--- config.mk ---
export PLATFORM = sky130hd
export DESIGN_NAME = uart_tx
export DESIGN_NICKNAME = d
export VERILOG_FILES = /design/src/rtl/uart_tx.sv
export SDC_FILE = /design/constraint.sdc
export NUM_CORES = 1
export LEC_CHECK = 0
export ABC_AREA = 1
export CAP_MARGIN = 20
export CORE_UTILIZATION = 64
export DETAILED_ROUTE_END_ITERATION = 10
export PLACE_DENSITY_LB_ADDON = 0.25
export REMOVE_ABC_BUFFERS = 1
export SETUP_SLACK_MARGIN = 0.02
export SLEW_MARGIN = 5
export SYNTH_ARGS = -nofsm -noshare
export SYNTH_HDL_FRONTEND = slang
export SYNTH_SLANG_ARGS = --single-unit
--- constraint.sdc ---
create_clock -name clk -period 6.9 [get_ports clk]
set_clock_uncertainty 0.05 [all_clocks]
set_input_delay 1.38 -clock clk [delete_from_list [all_inputs] [get_ports clk]]
set_output_delay 1.38 -clock clk [all_outputs]
set_load 0.005 [all_outputs]
--- src/rtl/uart_tx.sv ---
// UART transmitter: 1 start bit, 8 data bits LSB first, optional parity, 1 stop bit.
// A 4-entry byte FIFO in front of the shifter lets a producer queue bytes mid-frame.
module uart_tx #(
    parameter int CLK     = 50_000_000,
    parameter int BPS     = 9600,
    parameter int BPS_CNT = CLK / BPS,
    parameter int PARITY  = 0
) (
    input  logic       clk,
    input  logic       rst,
    input  logic [7:0] din,
    input  logic       din_vld,
    output logic       din_rdy,
    output logic       dout,
    output logic       busy
);

    localparam logic [2:0] StIdle   = 3'd0;
    localparam logic [2:0] StStart  = 3'd1;
    localparam logic [2:0] StData   = 3'd2;
    localparam logic [2:0] StParity = 3'd3;
    localparam logic [2:0] StStop   = 3'd4;

    localparam logic [15:0] BaudLast = 16'(BPS_CNT - 1);

    logic [7:0]  r_fifo [4];
    logic [1:0]  r_wptr;
    logic [1:0]  r_rptr;
    logic [2:0]  r_count;
    logic [2:0]  r_state;
    logic [15:0] r_baud;
    logic [2:0]  r_bit;
    logic [7:0]  r_shift;
    logic        r_par;
    logic        r_dout;
    logic        r_busy;

    logic        w_push;
    logic        w_pop;
    logic        w_full;
    logic        w_empty;
    logic        w_baud_done;
    logic        w_par_bit;
    logic [2:0]  w_state_d;
    logic        w_dout_d;

    assign w_full      = (r_count == 3'd4);
    assign w_empty     = (r_count == 3'd0);
    assign din_rdy     = !w_full && !rst;
    assign w_push      = din_vld && din_rdy;
    assign w_baud_done = (r_baud == BaudLast);
    // r_par holds the XOR of the data byte; odd parity inverts it
    assign w_par_bit   = (PARITY == 1) ? ~r_par : r_par;
    assign dout        = r_dout;
    assign busy        = r_busy;

    always_comb begin
        w_state_d = r_state;
        w_dout_d  = r_dout;
        w_pop     = 1'b0;
        case (r_state)
            StIdle: begin
                w_dout_d = 1'b1;
                if (!w_empty) begin
                    w_pop     = 1'b1;
                    w_state_d = StStart;
                    w_dout_d  = 1'b0;
                end
            end
            StStart: begin
                if (w_baud_done) begin
                    w_state_d = StData;
                    w_dout_d  = r_shift[0];
                end
            end
            StData: begin
                if (w_baud_done) begin
                    if (r_bit != 3'd7) begin
                        w_dout_d = r_shift[1];
                    end else if (PARITY != 0) begin
                        w_state_d = StParity;
                        w_dout_d  = w_par_bit;
                    end else begin
                        w_state_d = StStop;
                        w_dout_d  = 1'b1;
                    end
                end
            end
            StParity: begin
                if (w_baud_done) begin
                    w_state_d = StStop;
                    w_dout_d  = 1'b1;
                end
            end
            StStop: begin
                if (w_baud_done) begin
                    // Chain straight into the next start bit when more bytes are queued
                    if (!w_empty) begin
                        w_pop     = 1'b1;
                        w_state_d = StStart;
                        w_dout_d  = 1'b0;
                    end else begin
                        w_state_d = StIdle;
                        w_dout_d  = 1'b1;
                    end
                end
            end
            default: begin
                w_state_d = StIdle;
                w_dout_d  = 1'b1;
            end
        endcase
    end

    // Storage needs no reset: pointers and count define what is valid
    always_ff @(posedge clk) begin
        if (w_push) begin
            r_fifo[r_wptr] <= din;
        end
    end

    always_ff @(posedge clk) begin
        if (rst) begin
            r_wptr  <= 2'd0;
            r_rptr  <= 2'd0;
            r_count <= 3'd0;
            r_state <= StIdle;
            r_baud  <= 16'd0;
            r_bit   <= 3'd0;
            r_shift <= 8'd0;
            r_par   <= 1'b0;
            r_dout  <= 1'b1;
            r_busy  <= 1'b0;
        end else begin
            r_state <= w_state_d;
            r_dout  <= w_dout_d;
            r_busy  <= (r_state != StIdle) || !w_empty;

            if (w_push) begin
                r_wptr <= r_wptr + 2'd1;
            end

            if (w_pop) begin
                r_rptr  <= r_rptr + 2'd1;
                r_shift <= r_fifo[r_rptr];
                r_par   <= ^r_fifo[r_rptr];
                r_bit   <= 3'd0;
            end else if (r_state == StData && w_baud_done) begin
                r_shift <= {1'b0, r_shift[7:1]};
                r_bit   <= r_bit + 3'd1;
            end

            case ({w_push, w_pop})
                2'b10:   r_count <= r_count + 3'd1;
                2'b01:   r_count <= r_count - 3'd1;
                default: r_count <= r_count;
            endcase

            if (r_state == StIdle || w_state_d != r_state || w_baud_done) begin
                r_baud <= 16'd0;
            end else begin
                r_baud <= r_baud + 16'd1;
            end
        end
    end

endmodule

==> impl_metrics.yaml <==
die:
  start_util_pct: 68.2
  core_um2: 4850
  ios: 14
  placementRows: 25
  die-width_um: 73.9
  die_height_um: 73.9
  die_area_um2: 5460
placement:
  dpl.hpwl_um: 4060
  pre_cts_slack_ns: 2.51
  globalplace.congestion: 0.885
  io_buffers: 13
status:
  outcome: "completed"
routing:
  num_vias: 2526
  firstDrtPassIters: 5
  drt_iter0_drc: 187
  wl_um: 5850
  routedWlPerCell_um: 12.5
  via_per_inst: 5.41
  ant_nets: 0
  drcViolationCount: 0
setup_path:
  r2r_cells: 16
  path_cells: "clkdlybuf4s50_1, a31oi_1, clkdlybuf4s50_1"
  worstPathArrival_ns: 2.97
  worstSetupPathType: "in -> out"
  reg2reg_slack_ns: 4.23
  required_ns: 5.47
  r2r_start: "r_baud[0]"
  path_max_fanout: 14
  startpoint_type: "input port"
  slowest_delay_ns: 0.69
  endpoint_kind: "output port"
  r2r_end: "r_count[2]"
  critical_path.most_common_cell: "clkdlybuf4s50_1"
  critPathSlowestCell: "clkdlybuf4s50_1"
logic_synthesis:
  netlist_area_um2: 3310
  yosysWarnings: 0
  ys_types: 33
  netlist_instances: 381
  ys_seq_area_share_pct: 53.9
  avgSynthCellArea_um2: 8.68
  synth_seq_cells: 73
clock_tree:
  cts_root_buffer: "clkbuf_8"
  cts_tree: "built"
  cts.sinks: 73
  clockBufferDepth: 2
  cts_hold_buf: 0
  cts_htree_levels: 3
  post_cts_buffers: 0
  clock_latency_ns: 0.35
  path_clk_slew_ns: 0.07
  numCtsBuffers: 9
  cts-resized-gates: 0
worst_hold_path:
  hold_start: "r_baud[0]"
  holdPathEnd: "r_baud[0]"
  hold_depth: 1
  min_path_type: "reg -> reg"
timing:
  rsz0062_at_grt: "false"
  drv_slew: 0
  max_freq_mhz: 227
  period_minus_slack_ns: 4.40
  setup_violations: 0
  setup_slack_ns: 2.50
  worst_pin_slew_ns: 0.652
  slew_headroom_pct: 56.4
  finalSetupTns_ns: 0
  fin_crit_sh_pct: 63.8
  timing.final.hold_violations: 0
final_layout:
  nets: 415
  final_layout_size_suffix_gt1_share_pct: 8.75
  area_delta_synth_final_pct: 10.3
  num_antenna_cells: 0
global_route:
  grt_pass1_wl_um: 9710
  first_global_vias: 2299
  grt_max_degree: 18
  antenna_found_initial: 0
  grt_overflow: 0
  grt_use_total_pct: 24.2
pwr:
  powerDensity_nw_per_um2: 325
  p_leak_uw: 0.00133
  peakVddDrop_mv: 0.248
job:
  maxCapViolations: 0
[worst max-delay path: cells and delay by family]
family,cells,cell delay [ns]
buf+inv,2,1.24
compound gates,1,0.35
[state kept, by name, indices dropped and copies added, names as in the netlist, named ones only]
| signal | cells |
|---|---|
| r_bit | 3 |
| r_count | 3 |
| r_shift | 8 |
| r_state | 3 |
| r_fifo | 32 |
| busy | 1 |
| r_wptr | 2 |
| r_baud | 16 |
| r_rptr | 2 |
| dout | 1 |
[through the flow]
step	cell area [µm²]	power, µW	util, %	hold slack, ns	std cells
final	3650	1190	75.2	0.402	467
after global routing	3650	1250	75.2	0.429	467
after CTS	3650	1190	75.2	0.411	467
after global placement	3460	863	71.3	0.382	451
after floorplan	3240	786	-	0.368	371
after detailed placement	3460	880	71.3	0.394	451
[kinds of logic after synthesis]
family,after synthesis,share of synthesized area [%]
adder cells (fa/ha/maj),9,3.63
flip-flops,73,53.9
buffers and inverters,54,6.85
XOR/XNOR,4,1.06
AND/OR/NAND/NOR,171,23.1
AO/OA/AOI/OAI,69,11.2
multiplexers,1,0.303
[placed cells by master, fill, tap and decap left out, types with 2 or more instances in the layout]
cell	n
nand2_1	69
nor2_1	47
dfxtp_1	41
inv_1	38
edfxtp_1	32
a21oi_1	31
nand3_1	27
o21ai_0	24
clkdlybuf4s50_1	13
nor3_1	9
clkbuf_8	9
ha_1	8
inv_2	6
o21a_1	6
nand4_1	5
nor2_2	4
nand2_2	3
xor2_1	3
o21ai_1	3
a31oi_1	2
nand2_4	2
or2_2	2
clkinvlp_4	2
clkinv_2	2
[cell usage after synthesis]
cell type	number	area share [%]
nand2_1	69	7.8
nor2_1	47	5.3
dfxtp_1	41	25
inv_1	38	4.3
edfxtp_1	32	29
a21oi_1	31	4.7
nand3_1	27	4.1
o21ai_0	24	3.6
nor3_1	9	1.4
ha_1	8	3.0
inv_2	6	0.68
o21a_1	6	1.4
nand4_1	5	0.95
buf_2	4	0.61
nor2_2	4	0.76
buf_4	3	0.68
nand2_2	3	0.57
o21ai_1	3	0.45
xor2_1	3	0.79
a31oi_1	2	0.38
clkbuf_1	2	0.23
nand2_4	2	0.68
or2_2	2	0.38
a21boi_0	1	0.23
buf_6	1	0.34
fa_1	1	0.61
mux2i_1	1	0.30
nand2_8	1	0.61
nand3_2	1	0.30
nor3b_1	1	0.23
o211ai_1	1	0.23
o22ai_1	1	0.19
xnor2_1	1	0.26
[power by group]
group / internal, µW / switching [µW] / leakage, µW
sequential: 508 / 51.2 / 0.000624
combinational: 121 / 192 / 0.000608
clock: 152 / 161 / 0.0000937
[routing by layer]
metal	vias to the layer above	track usage (%)	part of all wire [%]
met4	0	13.5	2.5
met3	13	4.94	3.8
met5	-	0	0
met2	60	41.2	50
li1	1289	-	-
met1	1164	28.5	44
[worst max-delay path by stage]
stage                         end  depth (start not counted)  start
final                     din_rdy                          3    rst
after detailed placement  din_rdy                          3    rst
after global routing      din_rdy                          3    rst
after CTS                 din_rdy                          3    rst
after global placement    din_rdy                          3    rst
after floorplan           din_rdy                          1    rst
[cell type report]
| type | count | area [µm²] |
|---|---|---|
| sequential | 73 | 1780 |
| clock inverter | 6 | 40.0 |
| timing repair buffer | 13 | 130 |
| inverter | 44 | 165 |
| tap | 67 | 83.8 |
| fill | 365 | 1200 |
| multi-input combinational | 254 | 1300 |
| clock buffer | 10 | 149 |
(Power assumes the default switching activity.)
